===== config.mk =====
export PLATFORM = sky130hd
export DESIGN_NAME = score_window_manager
export DESIGN_NICKNAME = d
export VERILOG_FILES = /design/src/rtl/score_window_manager.sv
export SDC_FILE = /design/constraint.sdc
export NUM_CORES = 2
export LEC_CHECK = 0
export BUFFER_PORTS_ARGS = -buffer_cell sky130_fd_sc_hd__buf_2
export CAP_MARGIN = 30
export CELL_PAD_IN_SITES_DETAIL_PLACEMENT = 2
export CELL_PAD_IN_SITES_GLOBAL_PLACEMENT = 2
export CORE_UTILIZATION = 40
export CTS_CLUSTER_SIZE = 24
export DETAILED_ROUTE_END_ITERATION = 10
export PLACE_DENSITY = 0.74
export SLEW_MARGIN = 20
export SYNTH_ARGS = -nofsm -noshare
export SYNTH_HDL_FRONTEND = slang
export SYNTH_SLANG_ARGS = --single-unit

===== constraint.sdc =====
create_clock -name clk -period 18.5 [get_ports clk]
set_clock_uncertainty 0.15 [all_clocks]
set_input_delay 1.85 -clock clk [delete_from_list [all_inputs] [get_ports clk]]
set_output_delay 1.85 -clock clk [all_outputs]
set_load 0.1 [all_outputs]

===== src/rtl/score_window_manager.sv =====
`default_nettype none
// +--------------------------------------------------------------------------+
// | score_window_manager: NW score-matrix walker with saturating boundaries, |
// | double row buffer and write-through to the traceback RAM.   Rev 1.0      |
// +--------------------------------------------------------------------------+
module score_window_manager #(
  parameter int N     = 128,
  parameter int M     = 128,
  parameter int W     = 9,
  parameter int GAP   = -2,
  parameter int BitI  = $clog2(N+1),
  parameter int BitJ  = $clog2(M+1),
  parameter int AddrW = $clog2((N+1)*(M+1))
) (
  input  logic                clk,
  input  logic                rst,
  input  logic                start,
  input  logic signed [W-1:0] max,
  input  logic                max_valid,
  output logic signed [W-1:0] diag,
  output logic signed [W-1:0] up,
  output logic signed [W-1:0] left,
  output logic                nb_valid,
  output logic [BitI-1:0]     i_idx,
  output logic [BitJ-1:0]     j_idx,
  output logic                mem_we,
  output logic [AddrW-1:0]    mem_addr,
  output logic signed [W-1:0] mem_din,
  output logic                busy,
  output logic                done
);

  typedef enum logic [2:0] {
    IDLE      = 3'd0,
    INIT_ROW  = 3'd1,
    ROW_START = 3'd2,
    LOAD      = 3'd3,
    CELL      = 3'd4,
    DONE      = 3'd5
  } state_t;

  localparam logic signed [W+1:0] c_gap     = (W+2)'(GAP);
  localparam logic signed [W+1:0] c_sat_max = (W+2)'((2**(W-1)) - 1);
  localparam logic signed [W+1:0] c_sat_min = (W+2)'(-(2**(W-1)));
  localparam logic [AddrW-1:0]    c_row_len = AddrW'(M+1);
  localparam logic [BitJ-1:0]     c_j_last  = BitJ'(M);
  localparam logic [BitI-1:0]     c_i_last  = BitI'(N);

  // One accumulator step k*GAP -> (k+1)*GAP; clamping is sticky because GAP is constant.
  function automatic logic signed [W-1:0] sat_step(input logic signed [W-1:0] x);
    logic signed [W+1:0] s;
    s = (W+2)'(x) + c_gap;
    if (s > c_sat_max)      return c_sat_max[W-1:0];
    else if (s < c_sat_min) return c_sat_min[W-1:0];
    else                    return s[W-1:0];
  endfunction

  state_t              state_q, state_d;
  logic [BitI-1:0]     i_q, i_d;
  logic [BitJ-1:0]     j_q, j_d;
  logic                sel_q, sel_d;
  logic signed [W-1:0] col_bnd_q, col_bnd_d;
  logic signed [W-1:0] row_bnd_q, row_bnd_d;
  logic [AddrW-1:0]    row_base_q, row_base_d;
  logic signed [W-1:0] left_q, left_d;
  logic signed [W-1:0] diag_q, diag_d;
  logic signed [W-1:0] up_q, up_d;
  logic                nb_valid_q, nb_valid_d;
  logic                we_q, we_d;
  logic [AddrW-1:0]    addr_q, addr_d;
  logic signed [W-1:0] din_q, din_d;
  logic                busy_q, busy_d;
  logic                done_q, done_d;

  logic signed [W-1:0] buf0_q [0:M];
  logic signed [W-1:0] buf1_q [0:M];
  logic                buf_we0, buf_we1;
  logic [BitJ-1:0]     buf_idx;
  logic signed [W-1:0] buf_wdata;
  logic [BitJ-1:0]     j_prev;
  logic signed [W-1:0] rd_diag, rd_up;

  // sel_q = 0: buf0 holds the previous row, buf1 collects the current row.
  assign j_prev  = j_q - BitJ'(1);
  assign rd_diag = sel_q ? buf1_q[j_prev] : buf0_q[j_prev];
  assign rd_up   = sel_q ? buf1_q[j_q]    : buf0_q[j_q];

  always_comb begin
    state_d    = state_q;
    i_d        = i_q;
    j_d        = j_q;
    sel_d      = sel_q;
    col_bnd_d  = col_bnd_q;
    row_bnd_d  = row_bnd_q;
    row_base_d = row_base_q;
    left_d     = left_q;
    diag_d     = diag_q;
    up_d       = up_q;
    nb_valid_d = 1'b0;
    we_d       = 1'b0;
    addr_d     = addr_q;
    din_d      = din_q;
    done_d     = 1'b0;
    buf_we0    = 1'b0;
    buf_we1    = 1'b0;
    buf_idx    = j_q;
    buf_wdata  = col_bnd_q;
    case (state_q)
      IDLE: begin
        if (start) begin
          state_d    = INIT_ROW;
          i_d        = '0;
          j_d        = '0;
          sel_d      = 1'b0;
          col_bnd_d  = '0;
          row_bnd_d  = '0;
          row_base_d = '0;
        end
      end
      INIT_ROW: begin
        buf_we0   = ~sel_q;
        buf_we1   = sel_q;
        we_d      = 1'b1;
        addr_d    = AddrW'(j_q);
        din_d     = col_bnd_q;
        col_bnd_d = sat_step(col_bnd_q);
        if (j_q == c_j_last) begin
          state_d    = ROW_START;
          i_d        = BitI'(1);
          j_d        = '0;
          row_base_d = c_row_len;
          row_bnd_d  = sat_step(row_bnd_q);
        end else begin
          j_d = j_q + BitJ'(1);
        end
      end
      ROW_START: begin
        // cur[0] feeds the diag of column 1 once this row becomes prev.
        buf_we0   = sel_q;
        buf_we1   = ~sel_q;
        buf_idx   = '0;
        buf_wdata = row_bnd_q;
        left_d    = row_bnd_q;
        we_d      = 1'b1;
        addr_d    = row_base_q;
        din_d     = row_bnd_q;
        j_d       = BitJ'(1);
        state_d   = LOAD;
      end
      LOAD: begin
        diag_d     = rd_diag;
        up_d       = rd_up;
        nb_valid_d = 1'b1;
        state_d    = CELL;
      end
      CELL: begin
        nb_valid_d = 1'b1;
        if (max_valid) begin
          buf_we0    = sel_q;
          buf_we1    = ~sel_q;
          buf_wdata  = max;
          left_d     = max;
          we_d       = 1'b1;
          addr_d     = row_base_q + AddrW'(j_q);
          din_d      = max;
          nb_valid_d = 1'b0;
          if (j_q != c_j_last) begin
            j_d     = j_q + BitJ'(1);
            state_d = LOAD;
          end else if (i_q != c_i_last) begin
            sel_d      = ~sel_q;
            i_d        = i_q + BitI'(1);
            j_d        = '0;
            row_base_d = row_base_q + c_row_len;
            row_bnd_d  = sat_step(row_bnd_q);
            state_d    = ROW_START;
          end else begin
            done_d  = 1'b1;
            state_d = DONE;
          end
        end
      end
      DONE:    state_d = IDLE;
      default: state_d = IDLE;
    endcase
    busy_d = (state_d != IDLE);
  end

  always_ff @(posedge clk) begin
    if (rst) begin
      state_q    <= IDLE;
      i_q        <= '0;
      j_q        <= '0;
      sel_q      <= 1'b0;
      col_bnd_q  <= '0;
      row_bnd_q  <= '0;
      row_base_q <= '0;
      left_q     <= '0;
      diag_q     <= '0;
      up_q       <= '0;
      nb_valid_q <= 1'b0;
      we_q       <= 1'b0;
      addr_q     <= '0;
      din_q      <= '0;
      busy_q     <= 1'b0;
      done_q     <= 1'b0;
    end else begin
      state_q    <= state_d;
      i_q        <= i_d;
      j_q        <= j_d;
      sel_q      <= sel_d;
      col_bnd_q  <= col_bnd_d;
      row_bnd_q  <= row_bnd_d;
      row_base_q <= row_base_d;
      left_q     <= left_d;
      diag_q     <= diag_d;
      up_q       <= up_d;
      nb_valid_q <= nb_valid_d;
      we_q       <= we_d;
      addr_q     <= addr_d;
      din_q      <= din_d;
      busy_q     <= busy_d;
      done_q     <= done_d;
    end
  end

  always_ff @(posedge clk) begin
    if (buf_we0) buf0_q[buf_idx] <= buf_wdata;
    if (buf_we1) buf1_q[buf_idx] <= buf_wdata;
  end

  assign diag     = diag_q;
  assign up       = up_q;
  assign left     = left_q;
  assign nb_valid = nb_valid_q;
  assign i_idx    = i_q;
  assign j_idx    = j_q;
  assign mem_we   = we_q;
  assign mem_addr = addr_q;
  assign mem_din  = din_q;
  assign busy     = busy_q;
  assign done     = done_q;

endmodule
`default_nettype wire


==> flow_summary.yaml <==
clocking:
  cts_max_level: 5
  cts_sinks: 2438
  insertion_delay_ps: 970
  cts_hold_buffers: 0
  cts_resized: 0
  cts-root-buf: "clkbuf_16"
  cts_buffers: 289
  cts_setup_buffers: 0
  cts_max_path_buffers: 4
  path_clk_slew_ps: 60
  cts_tree: "yes"
final_layout:
  stdcell_area_um2: 129000
  final_cell_mix: "edfxtp_1 (2322), mux4_2 (1451), nor2_1 (339)"
  layout.nets: 5837
  instances_no_fill: 9741
  final_common_cell: "edfxtp_1"
  syn2layout_area_growth_pct: 13.5
  drive_gt1_share_pct: 39.9
die:
  rows: 195
  dieArea_um2: 285000
  start_util_pct: 40.2
  die_x_um: 534
  die_h_um: 534
  ioPinCount: 84
  core-area_um2: 282000
sta:
  period_needed_ps: 6600
  slew_viol_final: 0
  final.period_utilization_pct: 35.7
  fin_ws_ps: 11900
  max_freq_mhz: 151
  final_hold_viol_count: 0
  final.setup.tns_ps: 0
  rsz0062_at_grt: "false"
  tightest_slew_ps: 1250
  slew_headroom_pct: 16.7
  holdWs_ps: 304
  finalSetupViolations: 0
synthesis:
  synth_area_um2: 113000
  ys_ff_latch: 2438
  syn_inst: 5508
  avgSynthCellArea_um2: 20.6
  ys_types: 70
  synth_edf_count: 2322
  synth.net_count: 5538
  synth_top_flop_cell: "edfxtp_1"
  synth_warnings: 0
  seq_area_frac_synth_pct: 63.6
  async_flop_share_pct: 0
pwr:
  ir_worst_vdd_mv: 0.112
  power_density_nw_per_um2: 110
  leakagePower_nw: 38.8
place:
  port_buffers: 83
  dpl.hpwl_mm: 266
  routabilityCongestion: 0.871
  dp.cells: 9207
  postPlaceCellArea_um2: 119000
  pre_cts_ws_ps: 11890
detailed_routing:
  drtIter0Drc: 10800
  drc: 0
  routedWlPerCell_um: 42.5
  ant_nets: 0
  avgViaCountPerCell: 6.92
  first_pass_iters: 6
  vias: 67400
  wirelength_mm: 414
worst_setup_path:
  critPathLaunchType: "flop"
  crit_type: "flop to flop"
  cp-startpoint: "j_idx[0]"
  endpoint_kind: "flop"
  arrival_ps: 7270
  cp.required_ps: 19160
  critPathMaxFanout: 117
  reg2reg_from: "j_idx[0]"
grt:
  grt_pass1_vias: 68600
  grt_max_degree: 195
  grt_pass1_wl_mm: 575
  grtUsageTotal_pct: 28.8
  gr-total-overflow: 0
  grt_antenna_before_repair: 15
job:
  maxCapViolations: 0
worst_hold_path:
  hp-class: "flop to flop"
  worstHoldStart: "left[0]"
outcome:
  status: "completed"
==> per-stage QoR <==
stage          total power, mW  util, %
2_1_floorplan             8.21        -
3_3_place_gp              8.73     42.0
3_5_place_dp              8.85     42.3
4_1_cts                   14.2     45.4
5_1_grt                   14.5     45.6
6_report                  14.2     45.6
==> sequential cells by signal, summed over array words and instances (netlist names), named ones only <==
name and cells:
sel_q 1, buf1_q 1161, col_bnd_q 9, i_idx 8
state_q 3, mem_addr 15, diag 9, row_base_q 15
mem_we 1, left 9, mem_din 9, row_bnd_q 9
j_idx 8, nb_valid 1, busy 1, up 9
done 1, buf0_q 1161
==> layout make-up <==
class | instances | area, um^2
Antenna cell | 5 | 12.5
Clock buffer | 370 | 7800
Clock inverter | 107 | 812
Fill cell | 25200 | 153000
Inverter | 18 | 67.6
Multi-Input combinational cell | 2619 | 39500
Sequential cell | 2438 | 72100
Tap cell | 3743 | 4680
Timing Repair Buffer | 441 | 3700
==> per-layer routing <==
layer,track usage (%),up-vias,wire length [um]
met3,6.74,848,46600
met4,13.7,12,21600
li1,-,24500,-
met5,0.133,-,105
met1,38.6,37100,152000
met2,44.7,4963,193000
==> worst paths after layout <==
check                           endpoint  slack, ps  cells after the start
worst max-delay path             diag[8]      11900                     11
worst min-delay path             left[0]        300                      2
worst max register to register   diag[8]      11900                     11
worst min register to register   left[0]        300                      2
==> critical path, stage by stage (launching register included) <==
cell and delay (ps):
dfxtp_4 870, inv_1 300, ha_4 810, buf_12 620
buf_4 730, mux4_2 420, mux4_2 490, a22oi_1 690
a21oi_1 200, o21a_1 280, a2111oi_0 500, a211oi_1 90
==> cell families after synthesis <==
family	Yosys count	share of synthesized area (%)
compound gates	346	2.08
mux	1496	29.2
buf+inv	451	1.88
fa+ha+maj	17	0.194
flops	2438	63.6
xor+xnor	33	0.262
simple gates	727	2.75
==> Yosys cell counts (6+ instances only) <==
cell      count  area share [%]
nor3_1       62            0.27
and3_1        9           0.050
nand4_1      10           0.055
nand2_1     158            0.52
dfxtp_1     116             2.0
and2_1       10           0.055
mux2i_1      34            0.30
buf_2       143            0.63
nor2b_1      13           0.072
nor4_1        6           0.033
a221oi_1     17            0.13
nand2b_1      7           0.039
buf_4        33            0.22
or3_1         9           0.050
a22oi_1      74            0.49
xor2_1       11           0.085
mux2_2       11            0.11
nand3_1      28            0.12
a22o_1       13            0.10
a21oi_1      79            0.35
ha_1         16            0.18
o21ai_1       7           0.031
a32oi_1       9           0.070
buf_1        40            0.13
o21a_1        6           0.040
inv_1        17           0.056
or2_2         6           0.033
a31oi_1      14           0.077
xnor2_1      21            0.16
edfxtp_1   2322              62
a211oi_1     17            0.11
a311oi_1     15            0.12
clkbuf_1    198            0.66
nor2_1      388             1.3
o21ai_0      46            0.20
buf_6        18            0.18
mux4_2     1451              29
==> where the power goes <==
| group | leakage [nW] | switching (mW) | internal (mW) | total [mW] |
|---|---|---|---|---|
| Combinational | 12.3 | 1.48 | 0.704 | 2.18 |
| Sequential | 22.3 | 0.0362 | 6.58 | 6.62 |
| Clock | 4.21 | 2.30 | 3.11 | 5.41 |
| Total | 38.8 | 3.81 | 10.4 | 14.2 |
No activity file was read; power rests on OpenSTA's default activity.
